--- src/rtl/ldl_round_wrr.sv ---
// rtl/ldl_round_wrr.sv - weighted round-robin arbiter with class-of-service priority
// Only the highest active class competes; a winner keeps the grant for weight+1 accepted cycles.
module ldl_round_wrr #(
    parameter  int BIN_WIDTH = 3,
    parameter  int COS_WIDTH = 2,
    parameter  int WGT_WIDTH = 4,
    localparam int REQ_WIDTH = 1 << BIN_WIDTH
) (
    input  logic                                clk,
    input  logic                                rst_n,
    input  logic [REQ_WIDTH-1:0]                req,
    input  logic [REQ_WIDTH-1:0][COS_WIDTH-1:0] cos,
    input  logic [REQ_WIDTH-1:0][WGT_WIDTH-1:0] weight,
    input  logic                                ready,
    output logic                                valid,
    output logic [REQ_WIDTH-1:0]                hot,
    output logic [BIN_WIDTH-1:0]                bin,
    output logic                                last
);

    typedef enum logic {
        IDLE  = 1'b0,
        GRANT = 1'b1
    } state_t;

    state_t                 state, state_n;
    logic [REQ_WIDTH-1:0]   hot_n;
    logic [BIN_WIDTH-1:0]   bin_n;
    logic                   last_n;
    logic [WGT_WIDTH-1:0]   cnt, cnt_n;
    logic [BIN_WIDTH-1:0]   ptr, ptr_n;

    logic [COS_WIDTH-1:0]   top;
    logic [REQ_WIDTH-1:0]   cand;
    logic [BIN_WIDTH-1:0]   win;
    logic                   update;
    logic                   keep;

    assign valid = (state == GRANT);

    // Highest class among asserted requests, and the requesters belonging to it.
    always_comb begin
        top  = '0;
        cand = '0;
        for (int i = 0; i < REQ_WIDTH; i++) begin
            if (req[i] && (cos[i] > top)) begin
                top = cos[i];
            end
        end
        for (int i = 0; i < REQ_WIDTH; i++) begin
            cand[i] = req[i] && (cos[i] == top);
        end
    end

    // Rotating search starting just after the last winner; the last winner is tried last.
    always_comb begin
        logic                 found;
        logic [BIN_WIDTH-1:0] idx;
        found = 1'b0;
        win   = '0;
        idx   = '0;
        for (int k = 1; k <= REQ_WIDTH; k++) begin
            idx = ptr + BIN_WIDTH'(k);
            if (!found && cand[idx]) begin
                found = 1'b1;
                win   = idx;
            end
        end
    end

    assign update = !valid || ready;
    assign keep   = valid && ready && cand[bin] && (cnt != '0);

    always_comb begin
        state_n = state;
        hot_n   = hot;
        bin_n   = bin;
        last_n  = last;
        cnt_n   = cnt;
        ptr_n   = ptr;
        if (update) begin
            if (keep) begin
                state_n = GRANT;
                cnt_n   = cnt - WGT_WIDTH'(1);
                last_n  = (cnt == WGT_WIDTH'(1));
            end else if (cand != '0) begin
                state_n    = GRANT;
                bin_n      = win;
                ptr_n      = win;
                hot_n      = '0;
                hot_n[win] = 1'b1;
                cnt_n      = weight[win];
                last_n     = (weight[win] == '0);
            end else begin
                state_n = IDLE;
                hot_n   = '0;
                bin_n   = '0;
                last_n  = 1'b0;
                cnt_n   = '0;
            end
        end
    end

    // Pointer resets to the top index so the first search after reset starts at 0.
    always_ff @(posedge clk or negedge rst_n) begin
        if (!rst_n) begin
            state <= IDLE;
            hot   <= '0;
            bin   <= '0;
            last  <= 1'b0;
            cnt   <= '0;
            ptr   <= BIN_WIDTH'(REQ_WIDTH - 1);
        end else begin
            state <= state_n;
            hot   <= hot_n;
            bin   <= bin_n;
            last  <= last_n;
            cnt   <= cnt_n;
            ptr   <= ptr_n;
        end
    end

endmodule

--- config.mk ---
export PLATFORM = sky130hd
export DESIGN_NAME = ldl_round_wrr
export DESIGN_NICKNAME = d
export VERILOG_FILES = /design/src/rtl/ldl_round_wrr.sv
export SDC_FILE = /design/constraint.sdc
export NUM_CORES = 1
export LEC_CHECK = 0
export CAP_MARGIN = 20
export CORE_UTILIZATION = 40
export DETAILED_ROUTE_END_ITERATION = 10
export PLACE_DENSITY_LB_ADDON = 0.3
export SETUP_SLACK_MARGIN = 0.1
export SLEW_MARGIN = 30
export SYNTH_ARGS = -nofsm -noshare
export SYNTH_HDL_FRONTEND = slang
export SYNTH_SLANG_ARGS = --single-unit
--- constraint.sdc ---
create_clock -name clk -period 13.8 [get_ports clk]
set_input_delay 1.38 -clock clk [delete_from_list [all_inputs] [get_ports clk]]
set_output_delay 1.38 -clock clk [all_outputs]
set_load 0.1 [all_outputs]
==> results.md, run 1 <==
* Post-synthesis sequential area ratio at 0.1387
* Crit path top cell by count: ha_1
* Final Max Tran Viols at 0
* First-pass GRT wire length at 18,210 um
* ANT cells at 0
* Post-layout instance area at ~4800 um2
* DRT Wirelength at approximately 12,000 um
* Critical Path RT at between 10 and 15 ns
* Sequential Area at around 500 um2
* Vias post-DR at 4,173
* Period utilisation layout at 0.9497
* Starting Density at 0.4149
* Final Skew at roughly 0.0026 ns
* DR WL/cell at 17.67 um
* Async set-reset flop share out of synthesis at 1.000
* Area occupied by multi-input gates at about 3100 um2
* Worst reg-to-reg path cell count at 14
* Register bit total from synthesis at 20
* # port buffers at 71
* Worst-path fanout max at 8
* Largest net degree at the start of global routing at 36
* # H-tree levels at 1
* Synthesized area per cell at a little under 8 um2
* Startpoint types: input pin
* Synth top area share at 0.1170
* Predominant post-synthesis flop cell: dfrtp_1
* DRC Markers at 0
* Start of the worst register-to-register path: ptr[0]$_DFFE_PN1P_
* Worst setup path endpoint: cnt[2]$_DFFE_PN0P_
* Maximum clock rate at about 0.076 GHz
* DP Area at approximately 4500 um2
* Die W at slightly below 100 um
* Worst EP arrival at roughly 13 ns
* Reg2reg setup slack at just over 8 ns
* Bufs on Longest Clock Path at 2
* CP startpoint: cos[1]
* R2R Path End: cnt[2]$_DFFE_PN0P_
* RSZ-0062 raised after global routing: false
* I/O pins at 72
* GRT overflow at 0
* Outcome: finished, final reports clean
* Site Rows at 34
* Synth warn at 0
* Initial antenna violation count at 0
* CTS tree: done
* Die height at approximately 97 um
* Tightest Pin Transition at around 1 ns
* DR pass1 iterations at 5
* Layout cells sized above 1 at 0.1691
* Synth-to-layout area growth at 31.52%
* Worst path slowest cell: mux4_2
* Core area at ~9000 um2
* Die area at around 9500 um2
* Max-cap violations at 0
* Reg clk slew, reported paths at 0.08 ns
* CTS root buf: clkbuf_8
* Hold Path Class: register to register
* Syn_nets at 541
* TritonCTS Sinks at 20
* Fill cell count at between 800 and 900
* Critical path capture point type: register
* Antenna Violating Nets Remaining at 0
* Final setup fails at 0
* Post-synth EDFFs at 0
* Slew margin rel. at 0.3419
* Synthesized area at 3636 um2
* DP HPWL at around 8800 um
* Vias in the first global route at 3,776
* Gate Count Post-Synth at between 400 and 500
* Total track usage at 0.2269
* Total CTS buffers at 3
* Post-layout min period at between 10 and 15 ns
* Initial DRC Count at 322
* Endpoints failing hold at 0
* Setup Crit Path Kind: input pin to register
* Main area contributors after synthesis: dfrtp_1, mux2i_1, ha_1
* Max stage delay on crit path at approximately 0.55 ns
* Skew-Pair Late Insertion Delay at around 0.26 ns
* Vias per cell at between 6 and 7
* Gpl congestion at between 0.9 and 1
* Yosys cell types at 83
* Area leader, netlist: dfrtp_1
* Nets at roughly 620
## worst max-delay path: cells and delay by family
family / cells / cell delay [ns]
buf+inv: 8 / 1.47
simple gates: 15 / 1.99
mux: 6 / 1.77
compound gates: 24 / 4.64
fa+ha+maj: 7 / 1.97
## worst min path at each step
stage	from	endpoint	slack [ns]	cells past startpoint
after floorplan	cnt[3]$_DFFE_PN0P_	cnt[3]$_DFFE_PN0P_	0.49	2
after global routing	hot[3]$_DFFE_PN0P_	hot[3]$_DFFE_PN0P_	0.50	1
after global placement	hot[3]$_DFFE_PN0P_	hot[3]$_DFFE_PN0P_	0.47	1
after detailed placement	hot[3]$_DFFE_PN0P_	hot[3]$_DFFE_PN0P_	0.47	1
after CTS	hot[3]$_DFFE_PN0P_	hot[3]$_DFFE_PN0P_	0.49	1
final	hot[3]$_DFFE_PN0P_	hot[3]$_DFFE_PN0P_	0.49	1
## cell usage after synthesis (8+ instances only)
cell type	count
nand4_1	18
o211ai_1	15
dfrtp_1	17
nand2_1	44
clkbuf_1	18
mux2i_1	24
nor2_1	25
and2_1	10
inv_1	23
nor2b_1	12
nand3_1	22
o21ai_0	22
a21oi_1	16
a21o_1	11
xnor2_1	14
a211oi_1	8
ha_1	15
nor3_1	15
## logic make-up (layout without fill, tap and decap cells)
group	count (synthesis)	count (layout)	synth area share
and+or+nand+nor	176	176	0.2515
AOI/OAI and AO/OA	153	153	0.3266
buffers and inverters	49	126	0.05678
muxes	38	38	0.1363
DFF	20	20	0.1387
xor gates and xnor gates	16	16	0.03854
adders and majority gates	15	15	0.05162
## layout by cell type, fill, tap and decap left out, types with 6 or more instances in the layout
master / synthesis / final
dfrtp_1: 17 / 17
mux2i_1: 24 / 19
o211ai_1: 15 / 15
buf_4: 0 / 23
and2_1: 10 / 8
a32o_1: 7 / 6
inv_1: 23 / 23
a21oi_1: 16 / 14
nor3_1: 15 / 14
nand4_1: 18 / 18
a21o_1: 11 / 11
nor2_1: 25 / 23
o21ai_0: 22 / 22
clkdlybuf4s50_1: 0 / 70
ha_1: 15 / 15
nand2_1: 44 / 44
a211oi_1: 8 / 6
mux4_2: 7 / 7
nand3_1: 22 / 20
xnor2_1: 14 / 13
nor2b_1: 12 / 12
## what timing repair did
item                                    4_1_cts  5_1_grt
resized for setup                             9       30
hold buffers                                  0        0
gates cloned                                  0        0
setup buffers                                 1       11
endpoints found under the setup margin        5       19
pin swaps                                     0        6
## metal layers
layer,up-vias,track usage,part of all wire
met5,-,0,0
met4,0,0.03733,0.012
met3,16,0.02302,0.065
met2,165,0.3727,0.47
met1,2022,0.3263,0.45
li1,1970,-,-
## layout make-up
| cell class | instances | area share |
|---|---|---|
| inverters | 26 | 0.02041 |
| clock buffers | 4 | 0.01151 |
| repair buffers | 96 | 0.1902 |
| well taps | 108 | 0.02826 |
| flip-flops and latches | 20 | 0.1054 |
| multi-input cells | 398 | 0.6442 |
## sequential cells by signal, summed over array words and instances (netlist names)
register,cells
cnt,4
bin,3
hot,8
last,1
ptr,3
valid,1
## metrics by stage
| step | utilization | cells | worst slack, ns | TNS, ns | hold slack, ns |
|---|---|---|---|---|---|
| after detailed placement | 0.5101 | 636 | -0.3868 | -1.246 | 0.4721 |
| after CTS | 0.5213 | 641 | 0.1170 | 0 | 0.4859 |
| final | 0.5457 | 652 | 0.6936 | 0 | 0.4854 |
| after floorplan | - | 467 | 0.7204 | 0 | 0.4948 |
| after global routing | 0.5457 | 652 | 0.01440 | 0 | 0.5010 |
| after global placement | 0.5101 | 636 | 0.02975 | 0 | 0.4658 |
Power of run 1 is not shown: default switching activity piles up to over one toggle a cycle in this logic, so the estimate is an artifact.
==> run 2, diff against run 1 <==
Settings changed: ABC_AREA set to 1.
==> run 2 against run 1 <==
Effect of this change: wire length shrank 27%; clock-buffer cell count unchanged; area after synthesis is 16% lower; final area shrank 19%; synthesized cell count is 16% higher; via count down 14%; first-iteration DRC count down 52%; core utilization fell by 1.5 points; non-clock buffer count fell by 25; register-to-register slack gained 1.3 ns; setup slack improved by 2.1 ns; maximum frequency up 19%; critical path type unchanged; critical endpoint is now last$_DFFE_PN0P_; largest cell class unchanged.
==> results.md, run 2 <==
* Synthesized area at ~3100 um2
* Core area at 7331 um2
* Starting Density at 0.4166
* Initial antenna violation count at 0
* Fill cell count at just over 700
* Max reg flops at 8
* Synth top area share at 0.2458
* Die height at just under 90 um
* Endpoints failing hold at 0
* Commonest cells after routing, fill and taps aside: nand2_1, nand3_1, clkdlybuf4s50_1
* Area occupied by multi-input gates at 2267 um2
* DR pass1 iterations at 4
* Delay-heaviest family, CP: simple AND/OR/NAND/NOR gates
* Total CTS buffers at 3
* Post-CTS Setup Inserts at 0
* RSZ-0062 raised after global routing: false
* Vias per cell at 5.112
* Crit path top cell by count: nand2_1
* Worst-path fanout max at 12
* CTS root buf: clkbuf_8
* Critical Path RT at 13.94 ns
* Vias post-DR at 3,609
* Post-synth EDFFs at 0
* Total track usage at 0.2164
* Register bit total from synthesis at 20
* GRT overflow at 0
* Die area at about 8000 um2
* Synthesized area per cell at around 5.7 um2
* # port buffers at 71
* Post-synth top cells: nand2_1, nand3_1, inv_1, nor2_1, o21ai_0
* Worst reg-to-reg path cell count at 20
* TritonCTS Sinks at 20
* Layout cells sized above 1 at 0.09061
* Sequential Area at between 500 and 600 um2
* Initial DRC Count at approximately 150
* Start of the worst register-to-register path: ptr[0]$_DFFE_PN1P_
* Predominant post-synthesis flop cell: dfrtp_1
* Gpl congestion at between 0.9 and 1
* Area leader, netlist: nand2_1
* Final Max Tran Viols at 0
* CP bufs+invs at 6
* Synth-to-layout area growth at 27.32%
* Syn_nets at approximately 610
* DRC Markers at 0
* Worst setup path endpoint: last$_DFFE_PN0P_
* R2R Path End: last$_DFFE_PN0P_
* Largest net degree at the start of global routing at 22
* Outcome: finished, final reports clean
* I/O pins at 72
* Max stage delay on crit path at around 0.65 ns
* Main area contributors after synthesis: nand2_1, dfrtp_1, nand3_1
* DP HPWL at around 6900 um
* Vias in the first global route at ~3,400
* Slew margin rel. at 0.3458
* Yosys cell types at 37
* Max-cap violations at 0
* Worst path depth at 71
* DRT Wirelength at between 8000 and 9000 um
* Final setup TNS at 0 ns
* First-pass GRT wire length at roughly 14,000 um
* Period utilisation layout at 0.7959
* Async set-reset flop share out of synthesis at 1.000
* Final setup fails at 0
* Skew-Pair Late Insertion Delay at 0.25 ns
* Reg2reg setup slack at 9.60 ns
* CTS tree: done
* Biggest regs: hot: 8 flops, cnt: 4 flops
* ANT cells at 0
* Antenna Violating Nets Remaining at 0
* Worst path slowest cell: o21bai_1
* Maximum clock rate at between 0.09 and 0.1 GHz
* Nets at between 600 and 700
* CP startpoint: cos[1]
* Critical path capture point type: register
* Resize count post-CTS at 0
* Gate Count Post-Synth at 540
* Largest Register: hot
* Bufs on Longest Clock Path at 2
* Site Rows at 31
* DR WL/cell at between 10 and 15 um
* Worst EP arrival at between 10 and 15 ns
* Synth warn at 0
* Cts hold-fix bufs at 0
* Setup Crit Path Kind: input pin to register
* # H-tree levels at 1
* Post-synthesis sequential area ratio at 0.1651
* Die W at ~90 um
* Reg clk slew, reported paths at about 0.07 ns
* Hold Path Class: register to register
* Final Skew at ~0.0042 ns
* Top-count cell post-synth: nand2_1
* Startpoint types: input pin
* Tightest Pin Transition at 0.9782 ns
* Post-layout min period at roughly 11 ns
* Commonest non-fill, non-tap cell in the layout: nand2_1
==> run 2: logic make-up after synthesis <==
family	share of synthesized area
and+or+nand+nor	0.5707
buffers and inverters	0.09258
AOI/OAI and AO/OA	0.09587
DFF	0.1651
adders and majority gates	0.06145
xor gates and xnor gates	0.01434
==> run 2: final cells by class <==
type	count	share of cell area
multi-input combinational	450	0.5830
timing repair buffer	71	0.1815
sequential	20	0.1297
inverter	62	0.05985
tap	99	0.03185
clock buffer	4	0.01416
==> run 2: worst min path at each step <==
stage                  startpoint                  to  depth (start not counted)
6_report       hot[3]$_DFFE_PN0P_  hot[3]$_DFFE_PN0P_                          2
5_1_grt        hot[5]$_DFFE_PN0P_  hot[5]$_DFFE_PN0P_                          2
4_1_cts        hot[3]$_DFFE_PN0P_  hot[3]$_DFFE_PN0P_                          2
3_5_place_dp   hot[3]$_DFFE_PN0P_  hot[3]$_DFFE_PN0P_                          2
3_3_place_gp   hot[0]$_DFFE_PN0P_  hot[0]$_DFFE_PN0P_                          2
2_1_floorplan  cnt[0]$_DFFE_PN0P_  cnt[0]$_DFFE_PN0P_                          1
==> run 2: per-layer routing <==
| layer | routed length, um | GRT usage |
|---|---|---|
| met3 | 323 | 0.01385 |
| met2 | 3909 | 0.3907 |
| met5 | 0 | 0 |
| met1 | 4087 | 0.2860 |
| met4 | 48 | 0.03896 |
==> run 2: worst min-delay path: stages (launching register included) <==
cell	delay (ns)
dfrtp_1	0.36
nand2_1	0.05
o21ai_0	0.06
==> run 2: per-stage QoR <==
stage          worst slack [ns]  instances    util  area (um2)  hold WS (ns)
2_1_floorplan             4.601        540       -        3054        0.5078
3_3_place_gp              2.969        702  0.5236        3839        0.4769
3_5_place_dp              2.608        702  0.5236        3839        0.4832
4_1_cts                   2.844        706  0.5311        3894        0.4998
5_1_grt                   1.629        706  0.5305        3889        0.5230
6_report                  2.816        706  0.5305        3889        0.5012
Power of run 2 is left out for the same reason.
